### src/rtl/permute_seq_ctrl.sv
// Sequencing controller for the permutation datapath: per line it loads the state
// register, iterates ROUNDS round requests with a done handshake, then writes with back-pressure.
module permute_seq_ctrl #(
    parameter int LINES  = 64,
    parameter int IDX_W  = 6,
    parameter int ROUNDS = 24,
    parameter int RND_W  = 5
) (
    input  logic             clk,
    input  logic             rst,
    input  logic             start,
    input  logic             abort,
    input  logic             cal_done,
    input  logic             wr_ready,
    output logic             dp_clr,
    output logic             read_file,
    output logic             write_reg,
    output logic             cal_start,
    output logic [RND_W-1:0] round_idx,
    output logic [IDX_W-1:0] line_index,
    output logic             write_file,
    output logic             busy,
    output logic             finish
);

    typedef enum logic [2:0] {
        S_IDLE  = 3'd0,
        S_INIT  = 3'd1,
        S_READ  = 3'd2,
        S_LOAD  = 3'd3,
        S_CAL   = 3'd4,
        S_WAIT  = 3'd5,
        S_WRITE = 3'd6,
        S_DONE  = 3'd7
    } state_t;

    // Terminal counts are compared explicitly so LINES == 2**IDX_W never needs a wrap.
    localparam logic [IDX_W-1:0] LAST_LINE = IDX_W'(LINES - 1);
    localparam logic [RND_W-1:0] LAST_RND  = RND_W'(ROUNDS - 1);

    state_t           state_r;
    state_t           state_s;
    logic [IDX_W-1:0] line_cnt_r;
    logic [IDX_W-1:0] line_cnt_s;
    logic [RND_W-1:0] rnd_cnt_r;
    logic [RND_W-1:0] rnd_cnt_s;
    logic [6:0]       out_r;

    // Strobe bits {dp_clr, read_file, write_reg, cal_start, write_file, busy, finish} for a state.
    function automatic logic [6:0] decode(input state_t s);
        logic [6:0] o;
        case (s)
            S_IDLE:  o = 7'b000_0000;
            S_INIT:  o = 7'b110_0010;
            S_READ:  o = 7'b000_0010;
            S_LOAD:  o = 7'b001_0010;
            S_CAL:   o = 7'b000_1010;
            S_WAIT:  o = 7'b000_0010;
            S_WRITE: o = 7'b000_0110;
            S_DONE:  o = 7'b000_0011;
            default: o = 7'b000_0000;
        endcase
        return o;
    endfunction

    // Next-state and counter update; abort overrides every other transition.
    always_comb begin
        state_s    = state_r;
        line_cnt_s = line_cnt_r;
        rnd_cnt_s  = rnd_cnt_r;
        if (abort && (state_r != S_IDLE)) begin
            state_s = S_IDLE;
        end else begin
            case (state_r)
                S_IDLE: begin
                    if (start) begin
                        state_s = S_INIT;
                    end else begin
                        state_s = S_IDLE;
                    end
                end
                S_INIT: begin
                    line_cnt_s = {IDX_W{1'b0}};
                    rnd_cnt_s  = {RND_W{1'b0}};
                    state_s    = S_READ;
                end
                S_READ: state_s = S_LOAD;
                S_LOAD: begin
                    rnd_cnt_s = {RND_W{1'b0}};
                    state_s   = S_CAL;
                end
                S_CAL:  state_s = S_WAIT;
                S_WAIT: begin
                    if (!cal_done) begin
                        state_s = S_WAIT;
                    end else if (rnd_cnt_r == LAST_RND) begin
                        state_s = S_WRITE;
                    end else begin
                        rnd_cnt_s = rnd_cnt_r + {{(RND_W-1){1'b0}}, 1'b1};
                        state_s   = S_CAL;
                    end
                end
                S_WRITE: begin
                    if (!wr_ready) begin
                        state_s = S_WRITE;
                    end else if (line_cnt_r == LAST_LINE) begin
                        state_s = S_DONE;
                    end else begin
                        line_cnt_s = line_cnt_r + {{(IDX_W-1){1'b0}}, 1'b1};
                        state_s    = S_LOAD;
                    end
                end
                S_DONE:  state_s = S_IDLE;
                default: state_s = S_IDLE;
            endcase
        end
    end

    // State, counters and strobe register; strobes are loaded from the next state so they stay Moore.
    always_ff @(posedge clk) begin
        if (rst) begin
            state_r    <= S_IDLE;
            line_cnt_r <= {IDX_W{1'b0}};
            rnd_cnt_r  <= {RND_W{1'b0}};
            out_r      <= 7'b000_0000;
        end else begin
            state_r    <= state_s;
            line_cnt_r <= line_cnt_s;
            rnd_cnt_r  <= rnd_cnt_s;
            out_r      <= decode(state_s);
        end
    end

    assign {dp_clr, read_file, write_reg, cal_start, write_file, busy, finish} = out_r;
    assign line_index = line_cnt_r;
    assign round_idx  = rnd_cnt_r;

endmodule

### config.mk
export PLATFORM = sky130hd
export DESIGN_NAME = permute_seq_ctrl
export DESIGN_NICKNAME = d
export VERILOG_FILES = /design/src/rtl/permute_seq_ctrl.sv
export SDC_FILE = /design/constraint.sdc
export NUM_CORES = 1
export LEC_CHECK = 0
export ABC_AREA = 1
export CORE_MARGIN = 3
export CORE_UTILIZATION = 51
export CTS_BUF_LIST = sky130_fd_sc_hd__clkbuf_2 sky130_fd_sc_hd__clkbuf_4 sky130_fd_sc_hd__clkbuf_8
export DETAILED_ROUTE_END_ITERATION = 16
export PLACE_DENSITY = 0.81
export SYNTH_ARGS = -nofsm -noshare
export SYNTH_HDL_FRONTEND = slang
export SYNTH_SLANG_ARGS = --single-unit
### constraint.sdc
create_clock -name clk -period 1.5 [get_ports clk]
set_input_delay 0.15 -clock clk [delete_from_list [all_inputs] [get_ports clk]]
set_output_delay 0.15 -clock clk [all_outputs]
set_load 0.1 [all_outputs]
Word level (Yosys, flattened, before mapping)
Memories as Yosys holds them, arrays and structs flattened. A register that Yosys moved wholly into a read port is not among the register bits.
Index checks and enable logic that the tools add are counted.
{ "totals": {"memories": 1, "rom_bits": 56, "word_cells": 41, "out_inout_bits": 18, "regBits": 14} }
{ "op_classes": {"n_reduce_logical": 8, "addsub": 2, "muxes": 13, "n_bitwise": 1, "n_eq_ne": 13} }
{ "mem_list": {"columns": ["name", "depth", "word_bits", "read_ports", "rd_clocked_by_memory_dff", "wr", "line_no", "rtl"], "rows": [
  ["(no name shown)", 8, 7, 1, 1, 0, "52", "case (s)"]
]} }
{ "ops": {"columns": ["op", "count"], "rows": [
  ["3-bit one-hot mux with 8 select lines", 1],
  ["3-bit equality test (second input constant)", 4],
  ["6-bit 2-to-1 mux", 2],
  ["6-bit one-hot mux with 2 select lines", 1],
  ["5-bit 2-to-1 mux", 2],
  ["5-bit one-hot mux with 2 select lines", 1],
  ["3-bit 2-to-1 mux", 3],
  ["2-bit != test (second input constant)", 4],
  ["4-bit AND reduction", 2],
  ["6-bit by 1-bit adder with 6-bit output (second input constant)", 1],
  ["3-bit by 2-bit equality test with 1-bit output (second input constant)", 2],
  ["6-bit equality test (second input constant)", 1],
  ["5-bit by 1-bit adder with 5-bit output (second input constant)", 1],
  ["5-bit equality test (second input constant)", 1],
  ["2-bit 2-to-1 mux", 2],
  ["2-bit nonzero test", 2],
  ["3-bit by 1-bit equality test with 1-bit output (second input constant)", 1],
  ["3-bit logical NOT", 1],
  ["3-bit nonzero test", 1],
  ["2-bit OR reduction", 1],
  ["1-bit logical AND", 1],
  ["1-bit 2-to-1 mux", 1],
  ["1-bit inverter", 1]
]} }

Logic depth before layout (Yosys ltp)
Gate-level depths: netlist (run 1).
{ "logic_depth": {"depth_word": 5, "mapped_depth": 10, "ltp_nobuf": 10} }

Worst setup path after synthesis (run 1)
No wires, ideal clock.
{ "synth_path": {"kind": "register to register", "start": "register line_cnt_r[0], in the netlist line_index[0]", "end": "register line_cnt_r[2], in the netlist line_index[2]", "setup_slack_ps": -586, "setup_time_ps": 71, "t_arrival_ps": 2016, "path_stages_with_launch": 8, "path_cell_list": "dfxtp_1 > ha_1 > nand3_1 > nor2_1 > nand2_1 > nand3_1 > nand2_1 > a21oi_1"} }
{ "synth_between": {"elab_chain_len": 4} }
{ "synth_rtl": {"columns": ["item", "line_no", "rtl"], "rows": [
  ["start, declared", "43", "logic [IDX_W-1:0] line_cnt_r;"],
  ["start signal, assigned", "123", "line_cnt_r <= {IDX_W{1'b0}};"],
  ["start signal, assigned", "128", "line_cnt_r <= line_cnt_s;"],
  ["6-bit by 1-bit adder with 6-bit output", "109", "line_cnt_s = line_cnt_r + {{(IDX_W-1){1'b0}}, 1'b1};"],
  ["6-bit 2-to-1 mux", "106", "end else if (line_cnt_r == LAST_LINE) begin"],
  ["6-bit 2-to-1 mux", "104", "if (!wr_ready) begin"],
  ["6-bit one-hot mux with 2 select lines", "74", "case (state_r)"]
]} }
Parallel ways exist; a longest one is shown, timed or not. The select of a mux whose other input is x is not followed.
A chain may end at the register's enable or synchronous reset.

Final worst setup path (run 1)
{ "layout_path": {"start": "register state_r[2]", "end": "register line_cnt_r[3], in the netlist line_index[3]"} }
{ "layout_between": {"elab_chain_len": 4} }
{ "layout_rtl": {"columns": ["item", "line_no", "rtl"], "rows": [
  ["start, declared", "41", "state_t state_r;"],
  ["start signal, assigned", "127", "state_r <= state_s;"],
  ["parallel branches: the longest is 4 deep, another holds 4-bit AND reduction", null, null]
]} }
Several ways; the timed one is not identified.

==> metrics, run 1 <==
Vias/cell=5.40; Crit Path Category=reg -> reg; Max Cap Violations=0; antenna-violating nets left=0; io pins=24; Clk Latency, worst-skew pair=0.30 ns; # port buffers=23; core area=about 1800 µm²; # DRC=0; Placer Congestion=0.855; crit path cell chain=inv_1 > nor2_2 > nand2_1 > nand3_2 > nand2_1 > a21oi_1; CTS tree=yes; fillcell total=90; grt total ovfl=0; final WL=2800 µm; part of the Yosys area used for sequential elements=between 30% and 40%; root buffer cell=clkbuf_4; Final HPWL DP=2080 µm; slew margin rel.=81.6%; post-synthesis cell type count=20; RSZ-0062 raised after global routing=true; endpoints failing setup=0; Least-Margin Pin Slew=~0.27 ns; cell with the most instances after synthesis=nand2_1; reg-to-reg startpoint=state_r[2]; worst hold path class=reg -> reg; synth warn=0; Worst IR Drop VDD=933 µV; die width=just over 50 µm; maximum clock path buffer count=2; initial drt markers=28; initial antenna violation count=0; global-route usage over all layers=roughly 22%; number of buffers created by CTS=3; synth top area cells=dfxtp_1 (39%), nand2_1 (18%), nor2_1 (9.8%), nand3_1 (7.7%), inv_1 (4.7%); Fmax=about 710 MHz; Hold Startpoint=round_idx[4]; Initial Util=56.8%; number of synthesized flops with an enable pin=0; worst path bufs/invs=1; Synth top cells by count=nand2_1 (50), nor2_1 (27), dfxtp_1 (20), nand3_1 (16), inv_1 (13); die area=2610 µm²; Avg Cell Area, Syn=6.55 µm²; crit share post-route=93.7%; post-synthesis instance area=1030 µm²; Area Growth Syn to Fin=53.7%; dominant synthesized flop cell=dfxtp_1; critical path peak fanout=5; Pleak=0.646 nW; Worst path top cell family by delay=simple AND/OR/NAND/NOR gates; FF+latch count, synth=20; Most Frequent Cell on Critical Path=nand2_1; clock skew=between 0.007 and 0.008 ns; Pwr Density=1020 nW/µm²; Req. time, crit path=1.73 ns; share of cells above drive strength 1=about a third; Die Y=51.0 µm; R2R setup slack=around 0.094 ns; Final Slew Violations=0; Final Hold Fails=0; Critical Path AT=1.63 ns; Worst path max stage delay=0.45 ns; status=finished clean; via count=1134; crit path launch type=flop; vias in the first global route=1114; Final min period=1.41 ns; slowest cell on the critical path=dfxtp_1; crit path from=state_r[2]; clock sinks=20; hold slack final=about 0.51 ns; Yosys top cell area share=38.7%; TNS Setup=0 ns; synthesized instance count=158; Rows=15; WL/cell=13.3 µm; largest net degree at the start of global routing=12; CTS clock-pin slew for the worst setup and hold paths=0.11 ns; nets=around 190; CP endpoint kind=flop; first-pass GRT wire length=4490 µm; FFs w/ async S/R, synth=0%; Synth Net Count=166; # diodes=0; cell taking the most area after synthesis=dfxtp_1; Detailed Routing Iterations Pass 1=4; htree depth=1
[through the flow]
step | utilization, % | worst slack, ns | cells | total power (W) | instance area (µm²)
2_1_floorplan | - | 0.00890 | 158 | 0.00107 | 1060
3_3_place_gp | 82.3 | 0.141 | 205 | 0.00127 | 1500
3_5_place_dp | 82.3 | 0.0601 | 205 | 0.00129 | 1500
4_1_cts | 84.3 | 0.00890 | 209 | 0.00160 | 1530
6_report | 87.4 | 0.0940 | 210 | 0.00163 | 1590
5_1_grt | 87.4 | -0.0215 | 210 | 0.00171 | 1590
[final timing paths]
check                  endpoint  cells past startpoint
hold / removal     round_idx[4]                      2
setup / recovery  line_index[3]                      6
hold reg to reg    round_idx[4]                      2
setup reg to reg  line_index[3]                      6
[flip-flops by register name, summed over array words and instances (netlist names)]
register and cells:
line_index 6, out_r 6, round_idx 5, state_r 3
[layout make-up]
cell class,count,area (µm²),share of cell area [%]
clock buffers,4,36.3,2.28
well taps,25,31.3,1.97
multi-input cells,122,618,38.9
inverters,14,52.6,3.30
repair buffers,25,425,26.8
flip-flops and latches,20,427,26.8
[kinds of logic (layout without fill, tap and decap cells)]
group | after synthesis | after routing | share of synthesized area [%]
AO/OA/AOI/OAI | 13 | 13 | 6.53
XOR/XNOR | 5 | 5 | 4.23
adder cells (fa/ha/maj) | 2 | 2 | 2.42
buffers and inverters | 16 | 43 | 6.17
flip-flops | 20 | 20 | 38.7
AND/OR/NAND/NOR | 102 | 102 | 42.0
[metal layers]
| layer | vias to the layer above | track usage (%) | share of wire [%] |
|---|---|---|---|
| li1 | 553 | - | - |
| met1 | 525 | 25.2 | 39 |
| met2 | 44 | 39.9 | 53 |
| met3 | 12 | 2.62 | 4.8 |
| met4 | 0 | 13.9 | 3.4 |
| met5 | - | 0 | 0 |
[worst reg2reg max path, stage by stage, from the launching register on]
cell and delay (ns):
dfxtp_1 0.45, inv_1 0.15, nor2_2 0.20, nand2_1 0.16, nand3_2 0.16, nand2_1 0.07, a21oi_1 0.15
[layout by cell type, fill, tap and decap left out, types with 2 or more instances in the layout]
cell,count
a21oi_1,9
buf_12,18
buf_4,2
clkbuf_4,3
clkdlybuf4s50_1,5
dfxtp_1,7
dfxtp_2,9
dfxtp_4,4
inv_1,12
inv_2,2
nand2_1,46
nand2_2,6
nand3_1,13
nand3_2,4
nor2_1,23
nor2_2,4
nor2_4,3
o21ai_0,2
or2_2,2
xor2_1,4
[power breakdown]
part           switching (W)  internal, W  total [W]
Clock               0.000160     0.000148   0.000308
Sequential         0.0000569     0.000575   0.000632
Combinational       0.000461     0.000225   0.000686
Total               0.000677     0.000948    0.00163
[timing repair]
item,in CTS,in global routing
endpoints found under the setup margin,0,17
setup buffers,0,1
hold buffers,0,0
resized for setup,0,17
Note: power is estimated with default switching activity, not from simulation.
==> run 2, diff against run 1 <==
Settings changed: CORE_UTILIZATION 51 to 55, CTS_BUF_LIST sky130_fd_sc_hd__clkbuf_2 sky130_fd_sc_hd__clkbuf_4 sky130_fd_sc_hd__clkbuf_8 to unset, DONT_BUFFER_PORTS set to 1, GPL_TIMING_DRIVEN set to 0, PLACE_DENSITY 0.81 to 0.7.
==> run 2 against run 1 <==
  * The run now ends with setup timing left
  * Sequential power is 29% higher
  * Via count is 9.5% lower
  * Power is 5.3% lower
  * Clock skew is 0.0066 ns lower
  * Final cell count is 8.6% lower
  * Clock power is 6% higher
  * Design area is 13% lower
  * Worst hold slack worse by 0.42 ns
  * Core utilization is 8.4 points lower
  * First-iteration DRC count is 39% lower
  * Wire length is 8.1% lower
  * Die area is 6.4% lower
  * Critical endpoint is now line_index[4]
==> metrics, run 2 (same netlist as run 1, synthesis figures left out) <==
worst path bufs/invs=1; status=finished, violations left; cell count after placement=183; Final min period=1.53 ns; slowest cell on the critical path=dfxtp_4; Placer Congestion=0.914; initial antenna violation count=0; Clk Latency, worst-skew pair=0.31 ns; worst hold path class=in -> reg; die area=2440 µm²; clock sinks=20; vias in the first global route=876; via count=1026; Initial Util=59.3%; first-pass GRT wire length=3860 µm; maximum clock path buffer count=2; Critical Path AT=~1.8 ns; Least-Margin Pin Slew=between 0.9 and 1 ns; Final WS setup=-0.0346 ns; htree depth=1; Pwr Density=1120 nW/µm²; hold slack final=0.0972 ns; Vias/cell=5.34; core area=roughly 1700 µm²; crit path cell chain=ha_4 > nand3_4 > buf_6 > xor2_1 > nor2_1 > nand2_1 > a21oi_1; root buffer cell=clkbuf_4; Worst IR Drop VDD=1070 µV; Pleak=between 0.5 and 0.6 nW; global-route usage over all layers=between 20% and 30%; Crit Path Category=reg -> reg; nets=176; CTS clock-pin slew for the worst setup and hold paths=~0.11 ns; # port buffers=0; most common cell after layout, fill and taps aside=nand2_1; Rows=15; WL/cell=about 13 µm; final non-filler cell total=around 190; crit share post-route=102%; clock skew=between 0.0009 and 0.001 ns; post-route cell area=~1400 µm²; # DRC=0; Final HPWL DP=1570 µm; largest net degree at the start of global routing=12; Die Y=49.4 µm; crit path launch type=flop; # diodes=0; final WL=2570 µm; most frequent cells in the layout=nand2_1 (38), nor2_1 (21), dfxtp_4 (12); initial drt markers=17; Max Cap Violations=0; share of cells above drive strength 1=37.1%; slew margin rel.=between 30% and 40%; fillcell total=131; failing checks=setup timing; Worst path top cell family by delay=flip-flops; Area Growth Syn to Fin=33.1%; io pins=24; endpoints failing setup=3; antenna-violating nets left=0; critical path peak fanout=7; CP endpoint kind=flop; Worst path max stage delay=~0.6 ns; TNS Setup=-0.0768 ns; grt total ovfl=0; number of buffers created by CTS=3; Req. time, crit path=1.75 ns; Final Hold Fails=0; Detailed Routing Iterations Pass 1=4; RSZ-0062 raised after global routing=true; dpl cell area=1090 µm²; die width=49.4 µm; CTS tree=yes; Fmax=652 MHz; Final Slew Violations=0
## run 2: cell types whose count changed in the layout (fill, tap and decap cells not counted), sizes merged
cell,previous run,this run
buf,20,6
clkbuf,4,5
clkdlybuf4s50,5,0
## run 2: through the flow
step                setup WS, ns  utilization (%)  total power, W
finish                   -0.0346             78.9         0.00154
global route              -0.153             78.9         0.00161
CTS                      -0.0331             69.6         0.00144
detailed placement        -0.145             62.5         0.00112
global placement          -0.124             62.5         0.00112
floorplan                0.00890                -         0.00107
## run 2: report_power, final
group          total [W]  switching (W)  leakage [nW]  internal, W
combinational   0.000395       0.000267         0.361     0.000128
sequential      0.000818       0.000255         0.172     0.000563
clock           0.000326       0.000177        0.0210     0.000149
total            0.00154       0.000699         0.554     0.000840
## run 2: layout make-up
class                           count  area [µm²]  area share, %
Tap cell                           25        31.3           2.27
Timing Repair Buffer                5        41.3           3.00
Multi-Input combinational cell    122         759           55.1
Inverter                           14        52.6           3.81
Sequential cell                    20         445           32.3
Buffer                              2        11.3          0.817
Clock buffer                        4        36.3           2.63
## run 2: metal layers
| metal | vias up | GRT usage [%] | share of wire (%) |
|---|---|---|---|
| met4 | 0 | 9.68 | 1.8 |
| met3 | 5 | 4.89 | 5.0 |
| met1 | 477 | 24.9 | 40 |
| li1 | 517 | - | - |
| met2 | 27 | 33.5 | 53 |
| met5 | - | 0 | 0 |
## run 2: timing repair
action	CTS	global route
endpoints found under the hold margin	0	0
gates resized for setup	16	40
endpoints found under the setup margin	19	19
pin swaps	9	16
hold buffers	0	0
buffers inserted	3	2
## run 2: worst register-to-register path: stages, from the launching register on
cell and delay [ns]:
dfxtp_4 0.60, ha_4 0.22, nand3_4 0.10, buf_6 0.15
xor2_1 0.13, nor2_1 0.11, nand2_1 0.06, a21oi_1 0.11
## run 2: path summary, 6_finish.rpt
kind	from	end	slack [ns]	cells past startpoint
setup / recovery	line_index[0]	line_index[4]	-0.03	7
hold / removal	abort	state_r[1]	0.1	3
setup reg to reg	line_index[0]	line_index[4]	-0.03	7
hold reg to reg	line_index[5]	line_index[5]	0.66	2
==> run 3, diff against run 2 <==
Settings changed: CTS_BUF_LIST set to sky130_fd_sc_hd__clkbuf_16.
==> run 3 against run 2 <==
  * The flow still finishes with violations (setup timing)
  * Flip-flop and latch count did not move
  * First-iteration DRC count down 35%
  * Global-route usage increased by 0.37 points
  * Core utilization up 1.0 points
==> metrics, run 3 (same netlist as run 1, synthesis figures left out) <==
Max Cap Violations=0; Setup crit end=line_index[4]; CP endpoint kind=flop; Rows=15; Crit Path Category=reg -> reg; Placer Congestion=0.914; Detailed Routing Iterations Pass 1=4; failing checks=setup timing; Final Slew Violations=0; Area Growth Syn to Fin=34.8%; core area=1750 µm²; most frequent cells in the layout=nand2_1 (39), nor2_1 (21), inv_1 (11), dfxtp_4 (11), nand3_1 (10); via count=1011; Final WS setup=-0.0375 ns; grt total ovfl=0; R2R setup slack=-0.04 ns; Final Hold Fails=0; post-route cell area=1400 µm²; endpoints failing setup=5; clock sinks=20; die width=slightly below 50 µm; io pins=24; largest net degree at the start of global routing=12; initial drt markers=11; htree depth=1; Final min period=around 1.5 ns; Least-Margin Pin Slew=0.955 ns; reg-to-reg startpoint=line_index[0]; root buffer cell=clkbuf_16; Req. time, crit path=between 1.5 and 2 ns; clock skew=about 0.0014 ns; Die Y=49.4 µm; Pleak=0.559 nW; Fmax=650 MHz; Final HPWL DP=1570 µm; first-pass GRT wire length=4000 µm; final WL=2660 µm; critical path peak fanout=7; crit share post-route=102%; crit path from=line_index[0]; crit path launch type=flop; maximum clock path buffer count=2; slew margin rel.=a little over a third; share of cells above drive strength 1=34.5%; worst hold path class=in -> reg; depth of the worst hold-timing path=3; Setup WS pre-CTS=-0.145 ns; Clk Latency, worst-skew pair=0.25 ns; CTS clock-pin slew for the worst setup and hold paths=0.06 ns; Vias/cell=5.32; number of buffers created by CTS=3; cell depth of the worst flop-to-flop path=7; nets=174; RR Endpoint=line_index[4]; Critical Path AT=approximately 1.7 ns; # DRC=0; # diodes=0; Worst IR Drop VDD=between 1000 and 1500 µV; # port buffers=0; initial antenna violation count=0; CTS tree=yes; die area=approximately 2400 µm²; dpl cell area=1090 µm²; RSZ-0062 raised after global routing=true; antenna-violating nets left=0; Pwr Density=about 1300 nW/µm²; vias in the first global route=904; global-route usage over all layers=20.8%; status=finished, violations left; Initial Util=about three fifths; most common cell after layout, fill and taps aside=nand2_1; WL/cell=14.0 µm; CTS Hold Bufs=0
run 3: where the power goes:
part	switching, W	internal (W)
logic	0.000267	0.000120
clock network	0.000197	0.000355
registers	0.000255	0.000562
total	0.000719	0.00104
run 3: through the flow:
step	TNS [ns]	utilization, %	hold WS [ns]	std cells	total power (W)
after floorplan	0	-	0.349	158	0.00107
after global placement	-1.58	62.5	0.418	183	0.00112
after detailed placement	-1.91	62.5	0.426	183	0.00112
after CTS	-0.0963	72.0	0.177	190	0.00167
after global routing	-1.36	79.9	0.208	190	0.00183
final	-0.0984	79.9	0.188	190	0.00176
run 3: worst max-delay path, stage by stage, from the launching register on:
cell	delay (ns)
dfxtp_4	0.58
ha_4	0.22
nand3_4	0.09
buf_4	0.16
xor2_1	0.13
nor2_1	0.11
nand2_1	0.06
a21oi_1	0.11
run 3: area by class of cell:
cell class	count	area [µm²]
Multi-Input combinational cell	122	756
Sequential cell	20	443
Fill cell	124	350
Clock buffer	3	75.1
Inverter	14	52.6
Tap cell	25	31.3
Timing Repair Buffer	3	22.5
Buffer	2	11.3
Clock inverter	1	3.75
run 3: metal layers:
metal	track usage [%]	wire, µm	vias up
met4	8.29	30	0
met5	0	0	-
met3	4.89	107	5
met2	34.8	1420	19
met1	25.4	1100	472
li1	-	-	515
run 3: worst min-delay path by stage:
| stage | endpoint | slack, ns | from |
|---|---|---|---|
| floorplan | line_index[1] | 0.35 | rst |
| global placement | line_index[1] | 0.42 | rst |
| detailed placement | line_index[1] | 0.43 | rst |
| CTS | line_index[1] | 0.18 | rst |
| global route | state_r[1] | 0.21 | abort |
| finish | state_r[1] | 0.19 | abort |
run 3: repair_timing:
action,in CTS,in global routing
resized for setup,16,36
cloned,0,0
endpoints found under the setup margin,18,19
setup buffers,3,0
pin swaps,8,18
